[src/rtl/alu_pkg.sv]
// Shared definitions for the ALU front-end: default widths, opcode
// constants and FSM state encodings. The ALU and the testbench use them too.
package alu_pkg;

  localparam int DEFAULT_BUS_SIZE    = 8;
  localparam int DEFAULT_OPCODE_SIZE = 6;
  localparam int DEFAULT_COUNT_SIZE  = 8;

  localparam logic [DEFAULT_OPCODE_SIZE-1:0] OP_ADD = 6'b100000;
  localparam logic [DEFAULT_OPCODE_SIZE-1:0] OP_SUB = 6'b100010;
  localparam logic [DEFAULT_OPCODE_SIZE-1:0] OP_AND = 6'b100100;
  localparam logic [DEFAULT_OPCODE_SIZE-1:0] OP_OR  = 6'b100101;
  localparam logic [DEFAULT_OPCODE_SIZE-1:0] OP_XOR = 6'b100110;
  localparam logic [DEFAULT_OPCODE_SIZE-1:0] OP_NOR = 6'b100111;
  localparam logic [DEFAULT_OPCODE_SIZE-1:0] OP_SRL = 6'b000010;
  localparam logic [DEFAULT_OPCODE_SIZE-1:0] OP_SRA = 6'b000011;

  typedef enum logic [2:0] {
    WAIT_A  = 3'd0,
    WAIT_B  = 3'd1,
    WAIT_OP = 3'd2,
    EXEC    = 3'd3,
    DONE    = 3'd4
  } state_t;

  // True when the switch value names one of the eight operations the ALU implements.
  function automatic logic is_supported(input logic [DEFAULT_OPCODE_SIZE-1:0] op);
    case (op)
      OP_ADD, OP_SUB, OP_AND, OP_OR,
      OP_XOR, OP_NOR, OP_SRL, OP_SRA: return 1'b1;
      default:                        return 1'b0;
    endcase
  endfunction

endpackage

[src/rtl/alu_sequencer_if.sv]
// Bundle of board-side inputs, ALU feedback and sequencer outputs.
// The sequencer uses the slave view; the board/testbench side uses master.
interface alu_sequencer_if
  import alu_pkg::*;
#(
  parameter int BUS_SIZE    = DEFAULT_BUS_SIZE,
  parameter int OPCODE_SIZE = DEFAULT_OPCODE_SIZE,
  parameter int COUNT_SIZE  = DEFAULT_COUNT_SIZE
);

  logic [BUS_SIZE-1:0]    sw;
  logic                   btn_a;
  logic                   btn_b;
  logic                   btn_op;
  logic [BUS_SIZE-1:0]    alu_result;
  logic                   alu_carry;
  logic [BUS_SIZE-1:0]    num1;
  logic [BUS_SIZE-1:0]    num2;
  logic [OPCODE_SIZE-1:0] opcode;
  logic [BUS_SIZE-1:0]    result;
  logic                   carry_out;
  logic                   result_valid;
  logic                   op_error;
  logic [2:0]             state_out;
  logic [COUNT_SIZE-1:0]  op_count;

  modport slave (
    input  sw, btn_a, btn_b, btn_op, alu_result, alu_carry,
    output num1, num2, opcode, result, carry_out, result_valid,
           op_error, state_out, op_count
  );

  modport master (
    output sw, btn_a, btn_b, btn_op, alu_result, alu_carry,
    input  num1, num2, opcode, result, carry_out, result_valid,
           op_error, state_out, op_count
  );

endinterface

[src/rtl/alu_sequencer_btn_edge.sv]
// Rising-edge detector for one debounced push-button. The history register
// resets to 1 so a button still held when reset releases is not a press.
module btn_edge (
  input  logic clk,
  input  logic reset,
  input  logic btn,
  output logic press
);

  logic hist;

  // Remember the button level from the previous edge.
  always_ff @(posedge clk) begin
    if (reset) hist <= 1'b1;
    else       hist <= btn;
  end

  assign press = btn & ~hist;

endmodule

[src/rtl/alu_sequencer.sv]
// Front-end controller that walks operand A, operand B and the opcode from a
// shared switch bus into the ALU, then captures one result per execute press.
module alu_sequencer
  import alu_pkg::*;
#(
  parameter int BUS_SIZE    = DEFAULT_BUS_SIZE,
  parameter int OPCODE_SIZE = DEFAULT_OPCODE_SIZE,
  parameter int COUNT_SIZE  = DEFAULT_COUNT_SIZE
) (
  input logic           clk,
  input logic           reset,
  alu_sequencer_if.slave bus
);

  logic press_a;
  logic press_b;
  logic press_op;
  logic take_a;
  logic take_b;
  logic take_op;
  logic op_ok;
  logic [OPCODE_SIZE-1:0] sw_op;

  state_t                 state;
  logic [BUS_SIZE-1:0]    num1_q;
  logic [BUS_SIZE-1:0]    num2_q;
  logic [OPCODE_SIZE-1:0] opcode_q;
  logic [BUS_SIZE-1:0]    result_q;
  logic                   carry_q;
  logic                   valid_q;
  logic                   error_q;
  logic [COUNT_SIZE-1:0]  count_q;

  btn_edge u_edge_a  (.clk(clk), .reset(reset), .btn(bus.btn_a),  .press(press_a));
  btn_edge u_edge_b  (.clk(clk), .reset(reset), .btn(bus.btn_b),  .press(press_b));
  btn_edge u_edge_op (.clk(clk), .reset(reset), .btn(bus.btn_op), .press(press_op));

  // Coinciding presses resolve as A over B over op; losers are simply dropped.
  assign take_a  = press_a;
  assign take_b  = press_b  & ~press_a;
  assign take_op = press_op & ~press_a & ~press_b;

  assign sw_op = bus.sw[OPCODE_SIZE-1:0];
  assign op_ok = is_supported(sw_op);

  // Sequencing FSM; every output it drives is a register.
  always_ff @(posedge clk) begin
    if (reset) begin
      state    <= WAIT_A;
      num1_q   <= '0;
      num2_q   <= '0;
      opcode_q <= '0;
      result_q <= '0;
      carry_q  <= 1'b0;
      valid_q  <= 1'b0;
      error_q  <= 1'b0;
      count_q  <= '0;
    end else begin
      case (state)
        WAIT_A: begin
          if (take_a) begin
            num1_q  <= bus.sw;
            error_q <= 1'b0;
            state   <= WAIT_B;
          end
        end
        WAIT_B: begin
          if (take_a) begin
            num1_q  <= bus.sw;
            error_q <= 1'b0;
          end else if (take_b) begin
            num2_q  <= bus.sw;
            error_q <= 1'b0;
            state   <= WAIT_OP;
          end
        end
        WAIT_OP: begin
          if (take_a) begin
            num1_q  <= bus.sw;
            error_q <= 1'b0;
            state   <= WAIT_B;
          end else if (take_b) begin
            num2_q  <= bus.sw;
            error_q <= 1'b0;
          end else if (take_op) begin
            if (op_ok) begin
              opcode_q <= sw_op;
              error_q  <= 1'b0;
              state    <= EXEC;
            end else begin
              error_q  <= 1'b1;
            end
          end
        end
        EXEC: begin
          result_q <= bus.alu_result;
          carry_q  <= bus.alu_carry;
          valid_q  <= 1'b1;
          count_q  <= count_q + COUNT_SIZE'(1);
          state    <= DONE;
        end
        DONE: begin
          if (take_a) begin
            num1_q  <= bus.sw;
            valid_q <= 1'b0;
            error_q <= 1'b0;
            state   <= WAIT_B;
          end else if (take_op) begin
            if (op_ok) begin
              opcode_q <= sw_op;
              error_q  <= 1'b0;
              state    <= EXEC;
            end else begin
              error_q  <= 1'b1;
            end
          end
        end
        default: state <= WAIT_A;
      endcase
    end
  end

  assign bus.num1         = num1_q;
  assign bus.num2         = num2_q;
  assign bus.opcode       = opcode_q;
  assign bus.result       = result_q;
  assign bus.carry_out    = carry_q;
  assign bus.result_valid = valid_q;
  assign bus.op_error     = error_q;
  assign bus.state_out    = state;
  assign bus.op_count     = count_q;

endmodule

[src/flat_wrapper.sv]
// flat-port wrapper written by rule: the top's interface ports become plain ports
module alu_sequencer_flat import alu_pkg::*;
#(
  parameter int BUS_SIZE    = DEFAULT_BUS_SIZE,
  parameter int OPCODE_SIZE = DEFAULT_OPCODE_SIZE,
  parameter int COUNT_SIZE  = DEFAULT_COUNT_SIZE
)
  (clk, reset, bus_sw, bus_btn_a, bus_btn_b, bus_btn_op, bus_alu_result, bus_alu_carry, bus_num1, bus_num2, bus_opcode, bus_result, bus_carry_out, bus_result_valid, bus_op_error, bus_state_out, bus_op_count);
  alu_sequencer_if #(.BUS_SIZE(BUS_SIZE), .OPCODE_SIZE(OPCODE_SIZE), .COUNT_SIZE(COUNT_SIZE)) bus_i ();
  input logic clk;
  input logic reset;
  input wire logic [$bits(bus_i.sw)-1:0] bus_sw;
  input wire logic [$bits(bus_i.btn_a)-1:0] bus_btn_a;
  input wire logic [$bits(bus_i.btn_b)-1:0] bus_btn_b;
  input wire logic [$bits(bus_i.btn_op)-1:0] bus_btn_op;
  input wire logic [$bits(bus_i.alu_result)-1:0] bus_alu_result;
  input wire logic [$bits(bus_i.alu_carry)-1:0] bus_alu_carry;
  output wire logic [$bits(bus_i.num1)-1:0] bus_num1;
  output wire logic [$bits(bus_i.num2)-1:0] bus_num2;
  output wire logic [$bits(bus_i.opcode)-1:0] bus_opcode;
  output wire logic [$bits(bus_i.result)-1:0] bus_result;
  output wire logic [$bits(bus_i.carry_out)-1:0] bus_carry_out;
  output wire logic [$bits(bus_i.result_valid)-1:0] bus_result_valid;
  output wire logic [$bits(bus_i.op_error)-1:0] bus_op_error;
  output wire logic [$bits(bus_i.state_out)-1:0] bus_state_out;
  output wire logic [$bits(bus_i.op_count)-1:0] bus_op_count;
  assign bus_i.sw = bus_sw;
  assign bus_i.btn_a = bus_btn_a;
  assign bus_i.btn_b = bus_btn_b;
  assign bus_i.btn_op = bus_btn_op;
  assign bus_i.alu_result = bus_alu_result;
  assign bus_i.alu_carry = bus_alu_carry;
  assign bus_num1 = bus_i.num1;
  assign bus_num2 = bus_i.num2;
  assign bus_opcode = bus_i.opcode;
  assign bus_result = bus_i.result;
  assign bus_carry_out = bus_i.carry_out;
  assign bus_result_valid = bus_i.result_valid;
  assign bus_op_error = bus_i.op_error;
  assign bus_state_out = bus_i.state_out;
  assign bus_op_count = bus_i.op_count;
  alu_sequencer #(.BUS_SIZE(BUS_SIZE), .OPCODE_SIZE(OPCODE_SIZE), .COUNT_SIZE(COUNT_SIZE)) u_core (.clk(clk), .reset(reset), .bus(bus_i));
endmodule
[config.mk]
export PLATFORM = sky130hd
export DESIGN_NAME = alu_sequencer_flat
export DESIGN_NICKNAME = d
export VERILOG_FILES = /design/src/rtl/alu_pkg.sv /design/src/rtl/alu_sequencer_if.sv /design/src/rtl/alu_sequencer_btn_edge.sv /design/src/rtl/alu_sequencer.sv /design/src/flat_wrapper.sv
export SDC_FILE = /design/constraint.sdc
export NUM_CORES = 1
export LEC_CHECK = 0
export CAP_MARGIN = 20
export CORE_UTILIZATION = 41
export CTS_CLUSTER_SIZE = 30
export DETAILED_ROUTE_END_ITERATION = 6
export PLACE_DENSITY = 0.76
export SYNTH_ARGS = -nofsm -noshare
export SYNTH_HDL_FRONTEND = slang
export SYNTH_SLANG_ARGS = --single-unit
export TNS_END_PERCENT = 10
[constraint.sdc]
create_clock -name clk -period 1.4 [get_ports clk]
set_input_delay 0.21 -clock clk [delete_from_list [all_inputs] [get_ports clk]]
set_output_delay 0.21 -clock clk [all_outputs]
set_load 0.02 [all_outputs]
Word level (Yosys, flattened, before mapping). Index checks and enable logic that the tools add are counted.

Flip-flop bits (word level): 47. Word-level logic and storage cells: 84.

Add/subtract/negate cells: 1. Eq/ne operators: 21. Muxes and demuxes: 26. Bitwise logic cells: 11. Reduce and logical (&&, ||, !) cells: 13.

Operators with widths (number): $eq A6 B6 Y1 const B (6); $mux W6 (5); $mux W3 (8); $pmux W3 S5 (1); $eq A6 B2 Y1 const B (2); $pmux W6 S2 (1); $mux W1 (9); $add A8 B1 Y8 const B (1); $ne A2 B2 Y1 const B (4); $reduce_and A4 Y1 (2); $reduce_or A8 Y1 (1); $and A1 B1 Y1 (6); $eq A3 B2 Y1 const B (2); $ne A2 B1 Y1 const B (3); $reduce_and A3 Y1 (2); $not A1 Y1 (5); $pmux W1 S4 (1); $reduce_and A2 Y1 (2); $reduce_bool A2 Y1 (2); $reduce_bool A4 Y1 (1); $reduce_or A4 Y1 (1); $eq A3 B1 Y1 const B (1); $eq A3 B3 Y1 const B (1); $logic_not A3 Y1 (1); other kinds (4) (4).

Depth between registers and ports, before layout. Gate-level depths: netlist (run 1).

Word-level depth: 9. Depth in mapped cells: 7.

Hierarchy. From an unflattened synthesis (run 1), not the netlist that was laid out.

Cell total of the unflattened synthesis: 210. Area, all modules: 1990.7 sq um.

Modules (own cells, without submodules): alu_sequencer (times used 1, cells each 201, area each 1893.1 sq um); btn_edge (times used 3, cells each 3, area each 32.5 sq um).

Least setup slack after synthesis (run 1). Ideal clock, no wire load.

Kind: reg2reg. Start: register u_core.state[2], in the netlist u_core.bus.state_out[2]. End: register u_core.opcode_q[0], in the netlist u_core.bus.opcode[0]. Setup time: 128 ps. Arrival time: 1536 ps. Setup slack: -263 ps. Stages on the path, launching flop included: 6. Buffers on the path: 0. Clock period less this slack: 1663 ps. Cells stage by stage: dfxtp_1 > and2b_1 > a2111oi_4 > nand4_2 > mux2i_1 > nor2_1.

Word-level cells in the longest chain between the ends: 3.

Ends and longest elaborated chain: start, declared (line alu_sequencer.sv:24) `state_t state;`; start signal, assigned (line alu_sequencer.sv:49) `state <= WAIT_A;`; start signal, assigned (line alu_sequencer.sv:64) `state <= WAIT_B;`; start signal, assigned (line alu_sequencer.sv:74) `state <= WAIT_OP;`; $eq A3 B3 Y1 / $eq A3 B2 Y1 (equally long branches) (line alu_sequencer.sv:59) `case (state)`; $ne A2 B2 Y1 (no source line) / $reduce_bool A2 Y1 (equally long branches); $reduce_and A4 Y1 (no source line); end signal, assigned (line alu_sequencer.sv:87) `opcode_q <= sw_op;`; end signal, assigned (line alu_sequencer.sv:110) `opcode_q <= sw_op;`; end, declared (line alu_sequencer.sv:27) `logic [OPCODE_SIZE-1:0] opcode_q;`.

Several ways; a longest one is shown, not always the timed one. A chain may end at the register's enable or synchronous reset.

Worst setup path after layout (run 1).
Start: register u_core.state[2], in the netlist u_core.bus.state_out[2]. End: register u_core.opcode_q[2], in the netlist u_core.bus.opcode[2].

Same word-level chain as after synthesis.

==> summary.md, run 1 <==
| Metric | Value |
|---|---|
| Status | `finished with violations` |
| Failing checks | `DRC, setup timing` |
| I/O pin total | `66` |
| CP peak stage delay | `0.40 ns` |
| Final setup skew | `0.0111 ns` |
| Die area | `0.00507 mm2` |
| RSZ-0062 raised after global routing | `yes` |
| Largest net degree at the start of global routing | `24` |
| Internal power | `1.96 mW` |
| CTS H-Tree Depth | `2` |
| ANT nets after route | `0` |
| Yosys top cell area share | `0.480` |
| P_leak | `1.42 nW` |
| Synth Cell Area | `0.00196 mm2` |
| Wire per inst | `13.5 um` |
| Highest clock rate | `641 MHz` |
| Share of layout cells above drive strength 1 | `0.243` |
| Yosys warns | `0` |
| Commonest non-fill, non-tap cells in the layout | `45 x dlygate4sd2_1, 43 x dfxtp_1, 33 x buf_4` |
| Mean post-synth cell area | `9.62 um2` |
| Net count after synthesis | `227` |
| CP arrival | `1.75 ns` |
| Sequential element share of the synthesized area | `0.480` |
| Fin crit share | `1.11` |
| Crit path kind | `flop to flop` |
| Worst-case clock buffer depth | `2` |
| Final worst slack | `-0.160 ns` |
| Final Non-Filler Cells | `357` |
| Port Buffers | `65` |
| Total Wirelength | `4.84 mm` |
| Num rows | `24` |
| Hold Fails Final Rpt | `0` |
| Fraction of registers with async set/reset | `0` |
| Overflow after GRT | `0` |
| Peak supply drop | `0.619 mV` |
| P per Cell Area | `830 mW/mm2` |
| Net Sw Power | `0.598 mW` |
| Via count | `1780` |
| Synth area leader | `dfxtp_1` |
| Area Growth Syn to Fin | `57.1%` |
| Worst slew pin tran | `0.410 ns` |
| Starting density of the core | `0.438` |
| Sequential power share | `0.534` |
| CTS tree | `done` |
| Vias in the first global route | `1749` |
| Relative slew margins | `0.726` |
| Worst setup EP type | `flop` |
| Nature of the critical path startpoint | `flop` |
| Crit-path slowest cell | `dfxtp_4` |
| Clock share of power | `0.352` |
| Fin Setup TNS | `-1.96 ns` |
| Top FF cell, synth | `dfxtp_1` |
| Initial DRC Count | `71` |
| FF/Latch Area | `948 um2` |
| Family with the most delay on the worst path | `simple AND/OR/NAND/NOR gates` |
| Num CTS Buffers | `5` |
| First-pass GRT wire length | `7.87 mm` |
| Final setup viols | `19` |
| Comb power frac | `0.113` |
| Cell count after synthesis | `204` |
| Placement Setup Slack | `-0.472 ns` |
| Antenna diodes | `0` |
| Synth unique cells | `42` |
| Post-detail-place hpwl | `3.47 mm` |
| Max Cap Viol | `0` |
| Core Util, Final | `0.689` |
| Yosys reg bits | `47` |
| CP Cell Sequence | `and2b_2, a2111oi_4, nand4_4, mux2i_1, nor2_1` |
| CTS root buf | `clkbuf_8` |
| Area contributors post-synth | `dfxtp_1 48%, mux2i_1 10%, nor2_1 5.9%` |
| Max Fanout on Critical Path | `6` |
| Clock sink count | `47` |
| Commonest non-fill, non-tap cell in the layout | `dlygate4sd2_1` |
| Worst-skew pair later-pin latency | `0.30 ns` |
| Total Routing Usage GR | `0.201` |
| DIE HEIGHT | `71.2 um` |
| Layout Nets | `328` |
| Post-synth EDFFs | `0` |
| Placer congestion estimate | `0.872` |
| Drc violations | `3` |
| Chip width | `71.2 um` |
| Layout fillers | `393` |
| Footprint of the multi-input gates | `0.00101 mm2` |
| Via density | `4.99` |
| Initial antenna violation count | `0` |
| Switching share of power | `0.234` |
| Buf/Inv on CP | `0` |
| Clock-pin slew on the worst setup and hold paths | `0.08 ns` |
| Hold Path Class | `input port to flop` |
| Tmin final | `1.56 ns` |
| Worst EP required | `1.59 ns` |
| Hold_ws | `0.240 ns` |
| Floorplan core area | `0.00447 mm2` |
| DRT Pass-1 Iters | `6` |
| Placed insts | `346` |
| Slew Limit Fails | `0` |
## Yosys cell counts, types with 2 or more instances
cell,n
a21oi_1,15
and3_1,2
and3b_1,2
buf_6,2
clkbuf_1,8
dfxtp_1,47
mux2i_1,20
nand2_1,27
nand4_1,4
nor2_1,31
nor2b_1,4
nor3_1,2
o21ai_0,3
or2_2,3
xnor2_1,2
xor2_1,6
## logic make-up after synthesis
group | Yosys count | synth area share
buffers and inverters | 12 | 0.0312
and+or+nand+nor | 87 | 0.233
muxes | 20 | 0.102
xor gates and xnor gates | 9 | 0.0497
adders and majority gates | 2 | 0.0115
DFF | 47 | 0.480
AOI/OAI and AO/OA | 27 | 0.0925
## timing repair
item | CTS | global route
setup buffers | 3 | 1
resized for setup | 59 | 7
hold buffers | 0 | 0
setup endpoints to repair | 70 | 32
cloned | 0 | 0
pin swaps | 6 | 8
## flip-flops by register name, summed over array words and instances (netlist names)
register and count:
u_core.bus.result_valid 1, u_core.u_edge_b.hist 1, u_core.bus.op_error 1, u_core.bus.carry_out 1, u_core.bus.op_count 8, u_core.bus.num2 8, u_core.bus.state_out 3, u_core.bus.num1 8
u_core.bus.result 8, u_core.u_edge_a.hist 1, u_core.bus.opcode 6, u_core.u_edge_op.hist 1
## metrics by stage
stage / cell area, um2 / power [mW]
floorplan: 1980 / 1.51
global placement: 2950 / 1.68
detailed placement: 2950 / 1.68
CTS: 3050 / 2.57
global route: 3080 / 2.64
finish: 3080 / 2.56
## worst paths after layout
path / startpoint / end / slack [ns] / cells past startpoint
max: u_core.bus.state_out[2]$_SDFFE_PP0P_ / u_core.bus.opcode[2]$_SDFFE_PP0P_ / -0.16 / 5
min: bus_btn_b / u_core.u_edge_b.hist$_SDFF_PP1_ / 0.24 / 2
max reg2reg: u_core.bus.state_out[2]$_SDFFE_PP0P_ / u_core.bus.opcode[2]$_SDFFE_PP0P_ / -0.16 / 5
min reg2reg: u_core.bus.result[4]$_SDFFE_PP0P_ / u_core.bus.result[4]$_SDFFE_PP0P_ / 0.45 / 2
## power by group through the flow
stage | combinational [mW] | clock, mW | sequential, mW
4_1_cts | 0.288 | 0.917 | 1.37
3_5_place_dp | 0.284 | 0 | 1.40
6_report | 0.290 | 0.902 | 1.37
2_1_floorplan | 0.102 | 0 | 1.41
3_3_place_gp | 0.280 | 0 | 1.40
5_1_grt | 0.312 | 0.960 | 1.37
## area by class of cell
type | count | area share
sequential | 47 | 0.308
clock buffer | 6 | 0.0304
multi-input combinational | 145 | 0.326
clock inverter | 1 | 0.00244
inverter | 1 | 0.00122
tap | 52 | 0.0211
timing repair buffer | 105 | 0.311
## layer usage
| metal | GRT usage | part of all wire | vias up |
|---|---|---|---|
| li1 | - | - | 894 |
| met1 | 0.243 | 0.44 | 839 |
| met2 | 0.345 | 0.50 | 40 |
| met3 | 0.0470 | 0.046 | 7 |
| met4 | 0.0800 | 0.016 | 0 |
| met5 | 0 | 0 | - |
(Power assumes the default switching activity.)
==> run 2, diff against run 1 <==
--- a/config.mk
+++ b/config.mk
@@ -10,6 +10,8 @@
 export CTS_CLUSTER_SIZE = 30
 export DETAILED_ROUTE_END_ITERATION = 6
 export PLACE_DENSITY = 0.76
+export REMOVE_ABC_BUFFERS = 1
+export SKIP_CTS_REPAIR_TIMING = 1
 export SYNTH_ARGS = -nofsm -noshare
 export SYNTH_HDL_FRONTEND = slang
 export SYNTH_SLANG_ARGS = --single-unit
==> run 2 against run 1 <==
The flow still finishes with violations (DRC, setup timing). Non-clock buffer count fell by 5. Critical path depth rose by 1. Worst setup slack worse by 0.017 ns. Combinational power rose by 2%. Sequential cell count did not move. Register-to-register slack barely moved. First-iteration DRC count rose by 21%. Final area increased by 3.4%. Clock power shrank 7.5%. Worst hold slack worse by 0.082 ns. Critical path type is now input port to flop. Largest power group unchanged.
==> summary.md, run 2 (synthesis results as in run 1) <==
| Metric | Value |
|---|---|
| Status | `finished with violations` |
| Failing checks | `DRC, setup timing` |
| Crit path kind | `input port to flop` |
| Nature of the critical path startpoint | `input port` |
| Footprint of the multi-input gates | `0.00101 mm2` |
| DRT Pass-1 Iters | `7` |
| CTS root buf | `clkbuf_8` |
| Num rows | `24` |
| Via count | `1755` |
| I/O pin total | `66` |
| Overflow after GRT | `0` |
| Antenna diodes | `0` |
| Num CTS Buffers | `5` |
| Peak supply drop | `0.642 mV` |
| Commonest non-fill, non-tap cell in the layout | `dlymetal6s2s_1` |
| Clock sink count | `47` |
| Placed insts | `345` |
| Initial antenna violation count | `0` |
| Floorplan core area | `0.00447 mm2` |
| Share of layout cells above drive strength 1 | `0.233` |
| Highest clock rate | `634 MHz` |
| Post-detail-place hpwl | `3.46 mm` |
| Die area | `0.00507 mm2` |
| Total Wirelength | `4.87 mm` |
| P_leak | `2.00 nW` |
| Worst setup EP type | `flop` |
| DIE HEIGHT | `71.2 um` |
| Worst EP required | `1.63 ns` |
| Chip width | `71.2 um` |
| Layout fillers | `344` |
| Worst-case clock buffer depth | `2` |
| Slew Limit Fails | `0` |
| CTS H-Tree Depth | `2` |
| Via density | `4.97` |
| Final setup viols | `18` |
| Area Growth Syn to Fin | `62.6%` |
| P per Cell Area | `784 mW/mm2` |
| Port Buffers | `65` |
| Largest net degree at the start of global routing | `18` |
| Max Fanout on Critical Path | `5` |
| First-pass GRT wire length | `7.71 mm` |
| ANT nets after route | `0` |
| Final worst slack | `-0.177 ns` |
| Relative slew margins | `0.776` |
| Tmin final | `1.58 ns` |
| CTS tree | `done` |
| Initial DRC Count | `86` |
| Hold Path Class | `input port to flop` |
| Core Util, Final | `0.713` |
| Drc violations | `6` |
| FF/Latch Area | `945 um2` |
| Final Non-Filler Cells | `353` |
| Final setup skew | `0.0146 ns` |
| Vias in the first global route | `1718` |
| Fin crit share | `1.13` |
| Total Routing Usage GR | `0.197` |
| Worst-skew pair later-pin latency | `0.31 ns` |
| CP arrival | `1.81 ns` |
| Worst slew pin tran | `0.331 ns` |
| Hold Fails Final Rpt | `0` |
| Commonest non-fill, non-tap cells in the layout | `45 x dlymetal6s2s_1, 44 x dfxtp_1, 30 x nor2_1, 30 x buf_4, 25 x nand2_1` |
| Wire per inst | `13.8 um` |
| Placer congestion estimate | `0.922` |
| Starting density of the core | `0.438` |
| RSZ-0062 raised after global routing | `yes` |
| Clock-pin slew on the worst setup and hold paths | `0.09 ns` |
| Layout Nets | `323` |
| Max Cap Viol | `0` |
-- run 2: cell types whose count changed in the layout (fill, tap and decap cells not counted), moves of 2 or more --
cell             change
buf_4                -3
dlygate4sd2_1       -45
clkdlybuf4s15_2      -2
dlymetal6s2s_1      +45
clkdlybuf4s50_1      +2
nand2_4              -2
-- run 2: worst max-delay path: stages --
cell and delay, ns:
clkdlybuf4s50_1 0.55, nand3b_1 0.11, o21a_1 0.14, and3_4 0.16
or4b_1 0.52, a21oi_1 0.13
-- run 2: path summary, 6_finish.rpt --
kind | start | cells past startpoint | slack (ns) | endpoint
setup / recovery | bus_sw[5] | 6 | -0.18 | u_core.bus.state_out[2]$_SDFFE_PP0P_
hold / removal | bus_btn_b | 2 | 0.16 | u_core.u_edge_b.hist$_SDFF_PP1_
setup reg to reg | u_core.bus.state_out[2]$_SDFFE_PP0P_ | 6 | -0.15 | u_core.bus.opcode[1]$_SDFFE_PP0P_
hold reg to reg | u_core.bus.result[3]$_SDFFE_PP0P_ | 2 | 0.45 | u_core.bus.result[3]$_SDFFE_PP0P_
-- run 2: power by group --
part	internal (mW)	total [mW]	switching (mW)	leakage, nW
clock network	0.358	0.834	0.476	0.0485
logic	0.167	0.295	0.129	1.57
registers	1.35	1.37	0.0158	0.382
-- run 2: through the flow --
step           hold WS (ns)  total power, mW  instance area (um2)  setup WS [ns]  TNS (ns)
3_3_place_gp          0.441             1.68                 2920         -0.451     -9.33
2_1_floorplan         0.279             1.49                 1900         -0.536     -8.64
3_5_place_dp          0.447             1.69                 2920         -0.503    -10.43
5_1_grt               0.182             2.60                 3190         -0.254     -3.27
6_report              0.158             2.50                 3190         -0.177     -1.43
4_1_cts               0.445             2.52                 3010         -0.365     -9.48
-- run 2: layout make-up --
class / instances / share of cell area
timing repair buffer: 100 / 0.336
tap: 52 / 0.0204
multi-input combinational: 145 / 0.318
sequential: 47 / 0.296
clock inverter: 3 / 0.00706
inverter: 1 / 0.00118
clock buffer: 5 / 0.0216
-- run 2: routing by layer --
layer,up-vias,wire (um),track usage
met4,0,59,0.0844
met1,803,2070,0.234
met5,-,0,0
li1,886,-,-
met2,59,2370,0.328
met3,7,372,0.0584
